$ cat config.mk
export PLATFORM = sky130hd
export DESIGN_NAME = bus_arbiter
export DESIGN_NICKNAME = d
export VERILOG_FILES = /design/src/rtl/bus_arbiter.sv
export SDC_FILE = /design/constraint.sdc
export NUM_CORES = 1
export LEC_CHECK = 0
export CAP_MARGIN = 20
export CORE_AREA = 4 4 472 474
export CTS_BUF_LIST = sky130_fd_sc_hd__clkbuf_2
export CTS_CLUSTER_SIZE = 10
export DETAILED_ROUTE_END_ITERATION = 10
export DIE_AREA = 0 0 476 478
export GPL_ROUTABILITY_DRIVEN = 0
export SYNTH_ARGS = -nofsm -noshare
export SYNTH_HDL_FRONTEND = slang
export SYNTH_SLANG_ARGS = --single-unit
$ cat constraint.sdc
create_clock -name clock -period 11.8 [get_ports clock]
set_clock_uncertainty 0.05 [all_clocks]
set_input_delay 1.77 -clock clock [delete_from_list [all_inputs] [get_ports clock]]
set_output_delay 1.77 -clock clock [all_outputs]
set_load 0.1 [all_outputs]
$ cat src/rtl/bus_arbiter.sv
// -----------------------------------------------------------------------------
// bus_arbiter
//
// Shares a single-wire serial bus among N nodes. One requester at a time is
// granted (round-robin by default). The winner's sender index, receiver
// address, payload and CRC are snapshotted and shifted out MSB first on
// bus_show, preceded by a start bit.
//
// Frame (FRAME_LEN = 1 + ADDR_W + ADDR_W + DATA_W + CRC_W = 77 bits):
//   start(1) | sender(ADDR_W) | receiver(ADDR_W) | payload(DATA_W) | crc(CRC_W)
//
// Ports:
//   clock     in   system clock, rising edge
//   reset     in   synchronous, active-high reset
//   req       in   [N]         request vector, bit i = node i
//   data_in   in   [N*DATA_W]  node i payload at [i*DATA_W +: DATA_W]
//   addr_in   in   [N*ADDR_W]  node i receiver address at [i*ADDR_W +: ADDR_W]
//   crc_in    in   [N*CRC_W]   node i CRC at [i*CRC_W +: CRC_W]
//   grant     out  [N]         one-hot frame owner, held for the whole frame
//   busy      out              high while a frame is on the bus
//   done      out  [N]         one-hot pulse coincident with the last frame bit
//   bus_show  out              serial bus line, idles low
//
// Build option:
//   ARB_FIXED_PRIO_EN  defined   -> fixed priority, lowest set req index wins
//                      undefined -> round-robin starting after the last grant
// -----------------------------------------------------------------------------
module bus_arbiter #(
  parameter int N      = 16,
  parameter int DATA_W = 64,
  parameter int CRC_W  = 4,
  parameter int ADDR_W = 4
) (
  input  logic                  clock,
  input  logic                  reset,
  input  logic [N-1:0]          req,
  input  logic [N*DATA_W-1:0]   data_in,
  input  logic [N*ADDR_W-1:0]   addr_in,
  input  logic [N*CRC_W-1:0]    crc_in,
  output logic [N-1:0]          grant,
  output logic                  busy,
  output logic [N-1:0]          done,
  output logic                  bus_show
);

  localparam int FRAME_LEN = 1 + ADDR_W + ADDR_W + DATA_W + CRC_W;
  // The start bit is driven directly at the grant edge, so only the rest of
  // the frame lives in the shift register.
  localparam int SHIFT_W   = FRAME_LEN - 1;
  localparam int CNT_W     = $clog2(FRAME_LEN);

  typedef enum logic {
    IDLE,
    SEND
  } state_t;

  state_t              state;
  logic [SHIFT_W-1:0]  shift_reg;
  logic [CNT_W-1:0]    bit_cnt;

  logic [ADDR_W-1:0]   win_idx;
  logic                win_found;
  logic [ADDR_W-1:0]   cand;
  logic [N-1:0]        win_onehot;
  logic [SHIFT_W-1:0]  frame_body;

`ifndef ARB_FIXED_PRIO_EN
  logic [ADDR_W-1:0]   last_grant;
`endif

  // ---------------------------------------------------------------------------
  // Winner selection. Round-robin scans upward from last_grant+1; the ADDR_W
  // wide addition wraps N-1 back to 0 on its own because N == 2**ADDR_W.
  // ---------------------------------------------------------------------------
  // NOTE: every variable assigned here gets a default first, otherwise a
  // path that skips the assignment would infer a latch.
  always_comb begin
    win_idx   = '0;
    win_found = 1'b0;
    cand      = '0;
    for (int i = 0; i < N; i++) begin
`ifdef ARB_FIXED_PRIO_EN
      cand = ADDR_W'(i);
`else
      cand = last_grant + ADDR_W'(i + 1);
`endif
      if (!win_found && req[cand]) begin
        win_found = 1'b1;
        win_idx   = cand;
      end
    end
  end

  always_comb begin
    win_onehot          = '0;
    win_onehot[win_idx] = 1'b1;
  end

  assign frame_body = {win_idx,
                       addr_in[win_idx*ADDR_W +: ADDR_W],
                       data_in[win_idx*DATA_W +: DATA_W],
                       crc_in [win_idx*CRC_W  +: CRC_W]};

  // ---------------------------------------------------------------------------
  // Frame FSM. bit_cnt holds k after the edge that put frame bit k on the bus.
  // ---------------------------------------------------------------------------
  // NOTE: sequential state uses non-blocking assignments only, so every
  // register samples the pre-edge values regardless of statement order.
  always_ff @(posedge clock) begin
    if (reset) begin
      // NOTE: shift_reg is pure datapath and is deliberately left out of
      // reset; it is always reloaded before any of its bits reach bus_show.
      state      <= IDLE;
      grant      <= '0;
      busy       <= 1'b0;
      done       <= '0;
      bus_show   <= 1'b0;
      bit_cnt    <= '0;
`ifndef ARB_FIXED_PRIO_EN
      last_grant <= ADDR_W'(N - 1);
`endif
    end else begin
      case (state)
        IDLE: begin
          bus_show <= 1'b0;
          busy     <= 1'b0;
          grant    <= '0;
          done     <= '0;
          if (win_found) begin
            shift_reg  <= frame_body;
            grant      <= win_onehot;
`ifndef ARB_FIXED_PRIO_EN
            last_grant <= win_idx;
`endif
            busy       <= 1'b1;
            bus_show   <= 1'b1;     // start bit
            bit_cnt    <= '0;
            state      <= SEND;
          end
        end

        SEND: begin
          if (bit_cnt == CNT_W'(FRAME_LEN - 1)) begin
            // Last bit has had its cycle: release the bus for one low cycle.
            bus_show <= 1'b0;
            grant    <= '0;
            busy     <= 1'b0;
            done     <= '0;
            state    <= IDLE;
          end else begin
            bus_show  <= shift_reg[SHIFT_W-1];
            shift_reg <= {shift_reg[SHIFT_W-2:0], 1'b0};
            bit_cnt   <= bit_cnt + 1'b1;
            // The edge that drives the final bit also raises done.
            done      <= (bit_cnt == CNT_W'(FRAME_LEN - 2)) ? grant : '0;
          end
        end

        default: state <= IDLE;
      endcase
    end
  end

endmodule
-- After elaboration in Yosys (flattened, before gate mapping)
Index checks and enable logic that the tools add are counted.
- add/sub/neg operators: 16
- magnitude comparators: 18
- eq/ne operators: 5
- shift operators: 3
- multiplexer cells: 85
- bitwise gates (word level): 2
- reduce and logical (&&, ||, !) cells: 34
- operator list (cell ; count):
    $shiftx 1024x11->64 ; 1
    $mux 76 ; 2
    $pmux 76 s2 ; 1
    $shiftx 64x7->4 ; 2
    $lt 4x5->1 const B ; 17
    $bmux 1 s4 ; 16
    $mux 16 ; 4
    $mux 4 ; 16
    $pmux 16 s2 ; 2
    $mux 1 ; 37
    $add 4x4->4 const B ; 8
    $add 4x3->4 const B ; 4
    $logic_and 1x1->1 ; 16
    $logic_not 1->1 ; 15
    $eq 7x7->1 const B ; 2
    $mux 7 ; 2
    $pmux 7 s2 ; 1
    $add 4x2->4 const B ; 2
    $add 7x1->7 const B ; 1
    $pmux 1 s2 ; 3
    $add 4x1->4 const B ; 1
    $demux 1 s4 ; 1
    $ge 4x1->1 const B ; 1
    $ne 2x2->1 const B ; 2
    other kinds (4) ; 6
- register bits after elaboration: 122
- input port bits: 1170
- output and inout bits: 34
- word-level logic and storage cells: 171

-- Depth between registers and ports, before layout
- word-level depth: 55
- depth in mapped cells: 22

-- Worst setup path before layout
OpenSTA, ideal clock, no wires.
- kind: reg2reg
- start: reg last_grant[1]
- end: reg shift_reg[0], enable pin
- setup time: 0.514 ns
- arrival time: 6.550 ns
- setup slack: 4.686 ns
- stages on the path, launching flop included: 15
- buffers on the path: 3
- period minus slack after synthesis: 7.114 ns
- path through: dfxtp_1 > buf_1 > inv_1 > ha_1 > clkbuf_1 > buf_1 > mux4_2 > mux4_2 > nand2b_1 > nand4b_2 > nor3_2 > a31o_2 > inv_1 > nor2_1 > nor2_1
- cells in the longest elaborated chain, start to end: 51
- RTL lines (item ; line ; text):
    start: declaration ; 68 ; logic [ADDR_W-1:0] last_grant;
    start signal: assignment ; 120 ; last_grant <= ADDR_W'(N - 1);
    start signal: assignment ; 133 ; last_grant <= win_idx;
    $add 4x1->4 ; 85 ; cand = last_grant + ADDR_W'(i + 1);
    $bmux 1 s4 ; 87 ; if (!win_found && req[cand]) begin
    $mux 1 (not written as such) ; 87 ;
    $mux 1 ; 87 ;
    $logic_not 1->1 ; 87 ;
    $logic_and 1x1->1 ; 87 ;
    $mux 1 ; 87 ;
    $logic_not 1->1 ; 87 ;
    (+35 left out) ; - ;
    $logic_not 1->1 ; 87 ;
    $logic_and 1x1->1 ; 87 ;
    $mux 1 ; 87 ;
    $logic_not 1->1 ; 87 ;
    $logic_and 1x1->1 ; 87 ;
    $mux 1 * ; 87 ;
    $ne 2x2->1 (no line) * ; - ;
    $reduce_and 3->1 (no line) * ; - ;
    end signal: assignment ; 130 ; shift_reg <= frame_body;
    end signal: assignment ; 152 ; shift_reg <= {shift_reg[SHIFT_W-2:0], 1'b0};
    end: declaration ; 58 ; logic [SHIFT_W-1:0] shift_reg;
Mark *: on every way between the ends. The rest lies on a longest branch, timed or not. The select of a mux whose other input is x is not followed.
A chain may end at the register's enable or synchronous reset.

-- Final worst setup path
- start: reg last_grant[0]
- end: reg shift_reg[2] (data pin)
- cells in the longest elaborated chain, start to end: 52
- RTL lines (item ; line ; text):
    $add 4x1->4 ; 85 ;
    $bmux 1 s4 ; 87 ;
    $mux 1 (not written as such) ; 87 ;
    $mux 1 ; 87 ;
    $logic_not 1->1 ; 87 ;
    $logic_and 1x1->1 ; 87 ;
    $mux 1 ; 87 ;
    $logic_not 1->1 ; 87 ;
    (+36 left out) ; - ;
    $logic_and 1x1->1 ; 87 ;
    $mux 1 ; 87 ;
    $logic_not 1->1 ; 87 ;
    $logic_and 1x1->1 ; 87 ;
    $mux 4 * ; 87 ;
    $shiftx 64x7->4 * ; 102 ; crc_in [win_idx*CRC_W +: CRC_W]};
    $mux 76 * ; 129 ; if (win_found) begin
    $pmux 76 s2 * ; 123 ; case (state)
Marked as above.

==> flow_summary.toml <==
[timing]
slew_headroom_pct = 24.95
min_period_ns = 8.012
tightest_slew_ns = 1.122
rsz0062_at_grt = "no"
finalCritPeriodShare_pct = 67.90
drv_slew = 0
holdWs_ns = 0.4203
final.setup.tns_ns = 0
finalHoldViolCount = 0
setup_viol = 0
fmax_ghz = 0.1248

[critical_path]
regToRegSetupSlack_ns = 3.79
cp_top_family = "buffers and inverters"
crit_top_cell = "buf_4"
cp.required_ns = 12.68
cp-start-kind = "register"
path_buf_inv = 5
critPathMaxFanout = 69
crit_chain = "clkinv_1 -> ha_1 -> mux4_2 -> mux4_2 -> nor2b_1 -> a2111oi_0 -> o311ai_1 -> o21ai_4 -> buf_4 -> buf_4 -> buf_4 -> mux2i_1 -> mux2i_1 -> a221oi_2 -> buf_4 -> a31oi_1"
arrival_ns = 8.89
setup.worst_path.class = "reg2reg"
crit_path_end_kind = "register"
critPathSlowestCell = "buf_4"
max_stage_delay_ns = 0.88

[synth]
seq_area_frac_synth_pct = 18.17
synthFlopType = "edfxtp_1"
yosys_warnings = 0
postSynthCellCount = 2352
synthDistinctLibCells = 68
syn_nets = 3532
avgSynthCellArea_sq_um = 7.497
synth_edf_count = 76
synthArstFlopShare_pct = 0
ys_seq_elements = 122
netlist_area_sq_um = 17630

[layout]
drive_gt1_share_pct = 4.918
nets = 4583
layout_common_cells = "1201 x clkdlybuf4s50_1, 742 x nand2_1, 453 x mux2i_1"
areaGrowthSynthToFinish_pct = 87.03
final_common_cell = "clkdlybuf4s50_1"
largest_reg_flops = 76

[detailed_routing]
route.met2.wl_mm = 87.52
viasPerCell = 3.783
wl_per_cell_microns = 28.35
top_layer_used = "met5"
via_count = 23972
postRouteAntennaNets = 0
routed_wl_mm = 179.7
drt-met1-wl_mm = 66.53
drt-pass1-iter-count = 6
dr_wl_met3_mm = 19.01
dr.first_iter.drc_count = 1801
drc = 0

[clock_tree]
clk_latency_ns = 1.21
cts_resized = 0
clockRootBuffer = "clkbuf_2"
cts_max_level = 4
ctsHoldBuffers = 0
path_clk_slew_ns = 0.31
cts_buffer_depth = 2
cts.sinks = 122
cts_made_buffers = 17
cts_tree = "done"
cts_setup_buffers = 0

[die]
io_pins = 1204
rows = 172
coreArea_sq_um = 218900
die_h_microns = 478
dieArea_sq_um = 227500
die_w_microns = 476
start_util_pct = 8.057

[min_path]
hp-class = "reg2reg"

[placement]
dp_hpwl_mm = 153.8
io_buffers = 1203

[global_routing]
grt_max_degree = 131
grt_pass1_wl_mm = 225.7
grt_pass1_vias = 24047
antenna_found_initial = 171
grt_usage_pct = 14.90
grt.overflow.total = 0

[outcome]
status = "completed"

[job]
maxCapViolations = 0
-- metal layers --
| metal | GRT usage (%) | vias to the layer above |
|---|---|---|
| met1 | 16.14 | 11303 |
| met5 | 0 | - |
| li1 | - | 10744 |
| met4 | 5.443 | 106 |
| met2 | 25.76 | 1451 |
| met3 | 6.301 | 368 |
-- cell usage after synthesis (3+ instances only) --
library cell,count,area share (%)
nand2_1,742,16
mux2i_1,453,26
nand3_1,156,4.4
o211ai_1,146,6.2
nor2_1,131,2.8
buf_2,98,2.8
edfxtp_1,76,13
a31oi_1,72,2.6
clkbuf_1,60,1.3
a221oi_1,58,2.9
dfxtp_1,46,5.2
mux4_2,35,4.5
buf_4,28,1.2
and2_1,21,0.75
buf_6,20,1.3
a21oi_1,19,0.54
a221oi_2,17,1.4
a32oi_1,15,0.75
mux2_2,13,0.83
buf_1,12,0.26
ha_1,10,0.71
inv_1,10,0.21
o21ai_0,9,0.26
xor2_1,9,0.45
nand4_1,6,0.21
xnor2_1,6,0.30
a211o_1,5,0.25
nand2b_1,5,0.18
a22oi_1,4,0.17
nor3_1,4,0.11
o22ai_1,4,0.14
or3_1,4,0.14
a211oi_1,3,0.13
and3_1,3,0.11
nor2b_1,3,0.11
nor3b_1,3,0.13
o2111ai_1,3,0.15
o21a_1,3,0.13
-- through the flow --
step           utilization, %  setup slack [ns]  cell area, sq um  std cells
6_report                15.07             3.788             32980       6337
5_1_grt                 15.05             3.384             32930       6317
4_1_cts                 15.01             3.723             32850       6287
3_5_place_dp            14.89             2.679             32600       6255
3_3_place_gp            14.89             2.687             32600       6255
2_1_floorplan               -             4.686             17630       2352
-- logic make-up after synthesis --
group / after synthesis / synth area share, %
mux: 501 / 31.02
simple gates: 1091 / 25.46
fa+ha+maj: 10 / 0.7096
compound gates: 382 / 16.80
xor+xnor: 15 / 0.7451
buf+inv: 231 / 7.103
flops: 122 / 18.17
-- worst paths after layout --
path                              start                      to  cells after the start
max          last_grant[0]$_SDFFE_PP1P_  shift_reg[2]$_DFFE_PP_                     16
min               grant[6]$_SDFFE_PP0P_      done[6]$_SDFF_PP0_                      1
max reg2reg  last_grant[0]$_SDFFE_PP1P_  shift_reg[2]$_DFFE_PP_                     16
min reg2reg       grant[6]$_SDFFE_PP0P_      done[6]$_SDFF_PP0_                      1
-- layout make-up --
type,count,area (sq um)
clock buffers,17,85.08
well taps,2871,3592
inverters,11,46.29
diodes,50,125.1
repair buffers,1252,12500
fillers,24854,185900
clock inverters,15,173.9
multi-input cells,1999,13250
flip-flops and latches,122,3207
Power is not shown: default switching activity piles up to over one toggle a cycle in this logic, so the estimate is an artifact.
